`src/rtl/run_monitor_pkg.sv`:
```
// rtl/run_monitor_pkg.sv - state and halt-cause encodings shared by the PC run monitor
package run_monitor_pkg;

    localparam int CAUSE_W = 3;

    localparam logic [1:0] ST_ARM    = 2'd0;
    localparam logic [1:0] ST_RUN    = 2'd1;
    localparam logic [1:0] ST_HALTED = 2'd2;

    localparam logic [CAUSE_W-1:0] CAUSE_NONE      = 3'd0;
    localparam logic [CAUSE_W-1:0] CAUSE_END       = 3'd1;
    localparam logic [CAUSE_W-1:0] CAUSE_UNDERFLOW = 3'd2;
    localparam logic [CAUSE_W-1:0] CAUSE_HANG      = 3'd3;
    localparam logic [CAUSE_W-1:0] CAUSE_TIMEOUT   = 3'd4;
    localparam logic [CAUSE_W-1:0] CAUSE_EXT       = 3'd5;

endpackage

```
`src/rtl/sat_counter.sv`:
```
// rtl/sat_counter.sv - up-counter with clear that sticks at all-ones instead of wrapping
module sat_counter #(
    parameter int WIDTH = 32
) (
    input  logic             clk,
    input  logic             reset,
    input  logic             clr,
    input  logic             inc,
    output logic [WIDTH-1:0] count
);

    logic [WIDTH-1:0] count_q;
    logic [WIDTH-1:0] count_d;

    // clear beats increment; increment stops once every bit is set
    always_comb begin
        count_d = count_q;
        if (clr) begin
            count_d = '0;
        end else if (inc && (count_q != '1)) begin
            count_d = count_q + WIDTH'(1);
        end
    end

    // count register with synchronous reset
    always_ff @(posedge clk) begin
        if (reset) begin
            count_q <= '0;
        end else begin
            count_q <= count_d;
        end
    end

    assign count = count_q;

endmodule

```
`src/rtl/pc_run_monitor.sv`:
```
// rtl/pc_run_monitor.sv - watches the fetch PC and latches why and where a program run ended
module pc_run_monitor
    import run_monitor_pkg::*;
#(
    parameter int unsigned      PC_W       = 32,
    parameter logic [PC_W-1:0]  START_ADDR = 'h3000,
    parameter logic [PC_W-1:0]  END_ADDR   = 'h4000,
    parameter int unsigned      ARM_DELAY  = 0,
    parameter int unsigned      CNT_W      = 32,
    parameter logic [CNT_W-1:0] MAX_CYCLES = '0,
    parameter logic [CNT_W-1:0] HANG_LIMIT = 'd1024
) (
    input  logic               clk,
    input  logic               reset,
    input  logic [PC_W-1:0]    pc,
    input  logic               ext_stop,
    output logic               running,
    output logic               halt,
    output logic [CAUSE_W-1:0] halt_cause,
    output logic [PC_W-1:0]    halt_pc,
    output logic [CNT_W-1:0]   cycle_cnt
);

    localparam int ARM_W = (ARM_DELAY > 0) ? $clog2(ARM_DELAY + 1) : 1;
    localparam logic [ARM_W-1:0] ARM_LAST   = ARM_W'(ARM_DELAY);
    localparam logic [PC_W:0]    PC_STEP    = (PC_W+1)'(4);
    localparam logic [PC_W:0]    END_WIDE   = {1'b0, END_ADDR};
    localparam logic [CNT_W-1:0] HANG_AT    = HANG_LIMIT - CNT_W'(1);
    localparam logic [CNT_W-1:0] TIMEOUT_AT = MAX_CYCLES - CNT_W'(1);

    logic [1:0]         state_q, state_d;
    logic [ARM_W-1:0]   arm_cnt_q, arm_cnt_d;
    logic [CAUSE_W-1:0] cause_q, cause_d;
    logic [PC_W-1:0]    halt_pc_q, halt_pc_d;
    logic [PC_W-1:0]    prev_pc_q;
    logic [CNT_W-1:0]   cyc_cnt;
    logic [CNT_W-1:0]   hang_cnt;
    logic [PC_W:0]      pc_plus4;
    logic [CAUSE_W-1:0] cause_now;
    logic               in_arm, in_run, pc_same;
    logic               end_hit, under_hit, hang_hit, timeout_hit;

    assign in_arm  = (state_q == ST_ARM);
    assign in_run  = (state_q == ST_RUN);
    assign pc_same = (pc == prev_pc_q);

    // one extra bit so a PC near the top of the space cannot wrap below END_ADDR
    assign pc_plus4    = {1'b0, pc} + PC_STEP;
    assign end_hit     = (pc_plus4 >= END_WIDE);
    assign under_hit   = (pc < START_ADDR);
    assign hang_hit    = (HANG_LIMIT != '0) && pc_same && (hang_cnt == HANG_AT);
    assign timeout_hit = (MAX_CYCLES != '0) && (cyc_cnt == TIMEOUT_AT);

    // RUN cycles elapsed; restarts every time the monitor passes through ARM
    sat_counter #(.WIDTH(CNT_W)) u_cycle_cnt (
        .clk   (clk),
        .reset (reset),
        .clr   (in_arm),
        .inc   (in_run),
        .count (cyc_cnt)
    );

    // consecutive RUN cycles in which the PC did not move
    sat_counter #(.WIDTH(CNT_W)) u_hang_cnt (
        .clk   (clk),
        .reset (reset),
        .clr   (in_arm || (in_run && !pc_same)),
        .inc   (in_run && pc_same),
        .count (hang_cnt)
    );

    // pick the single highest-priority reason to stop this cycle
    always_comb begin
        cause_now = CAUSE_NONE;
        if (end_hit) begin
            cause_now = CAUSE_END;
        end else if (under_hit) begin
            cause_now = CAUSE_UNDERFLOW;
        end else if (ext_stop) begin
            cause_now = CAUSE_EXT;
        end else if (hang_hit) begin
            cause_now = CAUSE_HANG;
        end else if (timeout_hit) begin
            cause_now = CAUSE_TIMEOUT;
        end
    end

    // ARM waits out the delay, RUN checks every cycle, HALTED holds until reset
    always_comb begin
        state_d   = state_q;
        arm_cnt_d = arm_cnt_q;
        cause_d   = cause_q;
        halt_pc_d = halt_pc_q;
        case (state_q)
            ST_ARM: begin
                if (arm_cnt_q == ARM_LAST) begin
                    state_d = ST_RUN;
                end else begin
                    arm_cnt_d = arm_cnt_q + ARM_W'(1);
                end
            end
            ST_RUN: begin
                if (cause_now != CAUSE_NONE) begin
                    state_d   = ST_HALTED;
                    cause_d   = cause_now;
                    halt_pc_d = pc;
                end
            end
            default: begin
            end
        endcase
    end

    // state and latched result; previous PC tracks the fetch stream until halted
    always_ff @(posedge clk) begin
        if (reset) begin
            state_q   <= ST_ARM;
            arm_cnt_q <= '0;
            cause_q   <= CAUSE_NONE;
            halt_pc_q <= '0;
            prev_pc_q <= '0;
        end else begin
            state_q   <= state_d;
            arm_cnt_q <= arm_cnt_d;
            cause_q   <= cause_d;
            halt_pc_q <= halt_pc_d;
            if (state_q != ST_HALTED) begin
                prev_pc_q <= pc;
            end
        end
    end

    assign running    = in_run;
    assign halt       = (state_q == ST_HALTED);
    assign halt_cause = cause_q;
    assign halt_pc    = halt_pc_q;
    assign cycle_cnt  = cyc_cnt;

endmodule

```
`config.mk`:
```
export PLATFORM = sky130hd
export DESIGN_NAME = pc_run_monitor
export DESIGN_NICKNAME = d
export VERILOG_FILES = /design/src/rtl/run_monitor_pkg.sv /design/src/rtl/sat_counter.sv /design/src/rtl/pc_run_monitor.sv
export SDC_FILE = /design/constraint.sdc
export NUM_CORES = 1
export LEC_CHECK = 0
export CAP_MARGIN = 20
export CORE_MARGIN = 10
export CORE_UTILIZATION = 40
export DETAILED_ROUTE_END_ITERATION = 8
export PLACE_DENSITY = 0.68
export SLEW_MARGIN = 20
export SYNTH_ARGS = -nofsm -noshare
export SYNTH_HDL_FRONTEND = slang
export SYNTH_SLANG_ARGS = --single-unit
```
`constraint.sdc`:
```
create_clock -name clk -period 3.1 [get_ports clk]
set_clock_uncertainty 0.2 [all_clocks]
set_input_delay 0.31 -clock clk [delete_from_list [all_inputs] [get_ports clk]]
set_output_delay 0.31 -clock clk [all_outputs]
set_load 0.1 [all_outputs]
```
# [Word level (Yosys, flattened, before mapping)]
# Cells that the tools add are included.
[totals] input_bits=35 word_cells=44 ff_bits=134
[op_classes] n_reduce_logical=14 add_sub_neg=4 muxes=8 n_lt_le_gt_ge=2 eq_ne=9
[ops] op="32-bit by 1-bit adder with 32-bit output (second input constant)" count=2
[ops] op="32-bit != test (second input constant)" count=2
[ops] op="32-bit by 3-bit adder with 33-bit output (second input constant)" count=1
[ops] op="33-bit by 15-bit >= comparator with 1-bit output (second input constant)" count=1
[ops] op="32-bit by 10-bit == test with 1-bit output (second input constant)" count=1
[ops] op="32-bit == test" count=1
[ops] op="32-bit by 14-bit < comparator with 1-bit output (second input constant)" count=1
[ops] op="3-bit 2-to-1 mux" count=3
[ops] op="2-bit 2-to-1 mux" count=3
[ops] op="1-bit logical AND" count=5
[ops] op="2-bit != test (second input constant)" count=2
[ops] op="2-bit case mux with 2 select lines" count=1
[ops] op="2-bit OR reduction" count=2
[ops] op="3-bit AND reduction" count=1
[ops] op="3-bit nonzero test" count=1
[ops] op="2-bit by 1-bit == test with 1-bit output (second input constant)" count=1
[ops] op="2-bit == test (second input constant)" count=1
[ops] op="2-bit logical NOT" count=1
[ops] op="2-bit by 1-bit != test with 1-bit output (second input constant)" count=1
[ops] op="2-bit AND reduction" count=1
[ops] op="2-bit nonzero test" count=1
[ops] op="1-bit adder (second input constant)" count=1
[ops] op="1-bit logical NOT" count=1
[ops] op="1-bit logical OR" count=1
[ops] op="1-bit 2-to-1 mux" count=1

# [Logic depth before layout (Yosys ltp)]
[depth] ltp_word=9 ltp_mapped=11

# [Hierarchy]
# A second synthesis with hierarchy kept.
[unflattened] cells_unflattened=908 area_unflattened_um2=7174.4
[modules_own_cells] module="pc_run_monitor" cells_each=512 n_inst=1 area_per_inst_um2=3933.8
[modules_own_cells] module="sat_counter" cells_each=198 n_inst=2 area_per_inst_um2=1620.3

# [Worst setup path before layout]
# OpenSTA, ideal clock, no wires.
[synth_timing] path_type="register to register" from="register u_cycle_cnt.count_q[9] (netlist: u_cycle_cnt.count[9])" to="register u_cycle_cnt.count_q[31] (netlist: u_cycle_cnt.count[31])" synth_period_minus_slack_ns=3.348 t_required_ns=2.833 stages_incl_launch_ff=8 arrival_time_ns=3.081 n_path_buf=0 setup_slack_ns=-0.248 path_cell_list="dfxtp_1 > nand4_2 > or4_4 > or4_1 > nor3_2 > nand4_1 > xor2_1 > nor2_1"
[synth_between] elab_chain_cells=2
[synth_rtl] item="start: declaration" line="sat_counter.sv:12" rtl="logic [WIDTH-1:0] count_q;"
[synth_rtl] item="start signal: assignment" line="sat_counter.sv:30" rtl="count_q <= count_d;"
[synth_rtl] item="parallel branches: the longest is 2 deep, another holds 32-bit by 1-bit adder with 32-bit output"
# Several ways; the timed one is not identified.
# A chain may end at the register's enable or synchronous reset.

# [Final worst setup path]
[layout_timing] from="input pc[4]" to="register halt_pc_q[0] (netlist: halt_pc[0])"
[layout_between] elab_chain_cells=8
[layout_rtl] item="start: declaration" line="pc_run_monitor.sv:15" rtl="input logic [PC_W-1:0] pc,"
[layout_rtl] item="parallel branches: the longest is 5 deep, another holds 32-bit by 3-bit adder with 33-bit output"
[layout_rtl] item="3-bit 2-to-1 mux (*)" line="pc_run_monitor.sv:75" rtl="if (end_hit) begin"
[layout_rtl] item="3-bit nonzero test (*)" line="pc_run_monitor.sv:103" rtl="if (cause_now != CAUSE_NONE) begin"
[layout_rtl] item="2-bit AND reduction (no line) (*)"
[layout_rtl] item="end signal: assignment" line="pc_run_monitor.sv:126" rtl="halt_pc_q <= halt_pc_d;"
[layout_rtl] item="end: declaration" line="pc_run_monitor.sv:34" rtl="logic [PC_W-1:0] halt_pc_q, halt_pc_d;"
# Mark *: on every way between the ends.

==> impl_metrics.tcl <==
set metrics [dict create \
    overflow 0 \
    async_flop_share_pct 0 \
    cts_setup_buffers 0 \
    power_mw 4.903 \
    startpoint "pc[4]" \
    slew_viol_final 0 \
    grt_start_max_net_pins 55 \
    clk_latency_ns 0.43 \
    vias 5690 \
    htreeDepth 4 \
    vias_per_cell 4.969 \
    clkPwrFrac_pct 44.9 \
    pwr-share-seq_pct 37.4 \
    ant_nets 0 \
    antenna_found_initial 0 \
    die_y_um 147.4 \
    cts_tree "built" \
    worstHoldPathType "primary input to flop" \
    path_class "primary input to flop" \
    coreArea_sq_mm 0.01589 \
    wl_um 17540 \
    antenna_cells 0 \
    synthCells 764 \
    reg2reg_from "u_cycle_cnt.count[9]$_SDFFE_PP0P_" \
    ios 104 \
    place_ws_ns -0.1200 \
    drive_gt1_share_pct 20.99 \
    critical_path_peak_fanout 16 \
    syn-cell-area_sq_mm 0.006489 \
    io_buffers 103 \
    numPlacedInstances 1113 \
    start_util_pct 40.85 \
    synthesis.nets 801 \
    clk_pin_slew_ns 0.06 \
    hold_viol_final 0 \
    clock_sinks 133 \
    cts-resized-gates 0 \
    p_int_mw 3.461 \
    numCtsBuffers 17 \
    finalSetupViolCount 0 \
    num_rows 46 \
    rsz0062_at_grt "false" \
    comb_power_share_pct 17.7 \
    place_congestion 0.8768 \
    fmax_mhz 359.7 \
    reg2reg_slack_ns 0.37 \
    netSwitchingFraction_pct 29.41 \
    hpwl_um 12770 \
    die_area_sq_mm 0.02172 \
    cp-end-kind "flop" \
    synth_flop_cell "dfxtp_1" \
    syn_avg_cell_area_sq_um 8.493 \
    max_slew_margin_pct 62.66 \
    yosysSeqAreaShare_pct 41.03 \
    min-delay-start "reset" \
    die_x_um 147.4 \
    ir_worst_vdd_mv 0.4204 \
    p_per_area_mw_per_mm2 565.6 \
    hold_ws_ns 0.1402 \
    drc 0 \
    layout.nets 953 \
    synth_edf_count 0 \
    routedWlPerCell_um 15.32 \
    crit_arrival_ns 2.93 \
    tightest_slew_ns 0.5580 \
    cp-start-kind "primary input" \
    drt_iter0_drc 463 \
    clockBufferDepth 2 \
    layout_setup_ws_ns 0.3200 \
    synthToLayoutAreaGrowth_pct 33.59 \
    grt_util_all_layers_pct 16.11 \
    max_cap_viol_count 0 \
    synthDistinctLibCells 51 \
    synth_seq_cells 133 \
    p_sw_mw 1.442 \
    status "completed" \
    fin_crit_sh_pct 89.68 \
    ctsHoldBuffers 0 \
    fin_util_pct 54.57 \
    clk_root_buffer_cell "clkbuf_16" \
    synth_warnings 0 \
    min_period_ns 2.780 \
    first_pass_iters 4 \
    required_ns 3.25 \
    grt_pass1_vias 5431 \
    leakagePower_nw 3.461 \
    fin_cells 1145 \
    grt_pass1_wl_um 28390 \
]
==> state kept, by name, summed over array words and instances (netlist names) <==
name and cells:
halt_cause 3, prev_pc_q 32, u_cycle_cnt.count 32, state_q 2, u_hang_cnt.count 32, halt_pc 32
==> cells in the mapped netlist (all sizes together) (3+ instances only) <==
library cell / count / area (sq um)
and4: 8 / 70.07
or2b: 7 / 52.55
nand2b: 58 / 362.9
nor3: 11 / 65.06
or4: 3 / 26.27
a31oi: 3 / 18.77
nor4: 22 / 180.2
clkbuf: 28 / 105.1
a21oi: 43 / 226.5
and2: 4 / 25.02
nand4: 30 / 209.0
o2bb2ai: 5 / 43.79
nand3: 35 / 175.2
or3: 6 / 37.54
buf: 13 / 82.57
xnor2: 18 / 157.7
o21ai: 8 / 40.04
dfxtp: 133 / 2663
mux2i: 31 / 310.3
nor2: 79 / 296.5
inv: 9 / 33.78
and3: 19 / 118.9
nand2: 95 / 356.6
xor2: 72 / 630.6
==> layout by cell type, fill, tap and decap left out, types with 9 or more instances in the layout <==
master and instances:
a21oi_1 42, nor3_1 9, nand2_1 95, and3_1 19
nand4_1 28, inv_1 9, xnor2_1 18, nor4_1 18
clkbuf_16 17, nand2b_1 58, nor2_1 79, nand3_1 35
xor2_1 72, clkdlybuf4s50_1 33, buf_4 136, dfxtp_1 127
mux2i_1 31
==> routing by layer <==
| metal | GRT usage (%) | up-vias | share of wire [%] |
|---|---|---|---|
| met3 | 3.931 | 16 | 5.2 |
| met1 | 21.69 | 2646 | 49 |
| li1 | - | 2911 | - |
| met4 | 5.649 | 0 | 1.2 |
| met2 | 24.48 | 117 | 45 |
| met5 | 0 | - | 0 |
==> worst max-delay path, cell delays in order <==
cell and delay [ns]:
clkdlybuf4s50_1 0.49, nand4_1 0.25, nor4_4 0.33, buf_4 0.18, a2111oi_0 0.09, a211oi_1 0.34, a211o_1 0.20, nor4_4 0.05
a21oi_4 0.26, buf_12 0.21, mux2i_1 0.21
==> worst paths after layout <==
path / end / depth (start not counted)
worst max-delay path: halt_pc[0]$_SDFFE_PP0P_ / 11
worst min-delay path: prev_pc_q[25]$_SDFFE_PP0N_ / 2
worst max register to register: u_cycle_cnt.count[30]$_SDFFE_PP0P_ / 7
worst min register to register: prev_pc_q[30]$_SDFFE_PP0N_ / 2
==> power by group through the flow <==
stage	combinational, mW	sequential [mW]	clock (mW)
floorplan	0.307	2.15	0
global placement	0.867	1.87	0
detailed placement	0.870	1.87	0
CTS	0.873	1.84	2.23
global route	0.923	1.84	2.31
finish	0.869	1.83	2.20
==> final cells by class <==
type | count | area, sq um
clock buffer | 19 | 452.9
clock inverter | 13 | 192.7
fill | 1450 | 7217
inverter | 10 | 37.54
multi-input combinational | 580 | 3608
sequential | 133 | 2670
tap | 216 | 270.3
timing repair buffer | 174 | 1436
==> through the flow <==
stage	area, sq um	TNS, ns
floorplan	6496	0
detailed placement	8023	-2.306
global route	8668	0
CTS	8668	0
finish	8668	0
global placement	8023	-1.332
==> cells by family (layout without fill, tap and decap cells) <==
| group | Yosys count | in the layout | share of synthesized area, % |
|---|---|---|---|
| simple gates | 384 | 384 | 31.24 |
| flops | 133 | 133 | 41.03 |
| xor+xnor | 90 | 90 | 12.15 |
| compound gates | 72 | 72 | 6.768 |
| buf+inv | 51 | 216 | 3.471 |
| mux | 32 | 32 | 4.956 |
| fa+ha+maj | 2 | 2 | 0.3856 |
Power figures use the tool's default switching activity.
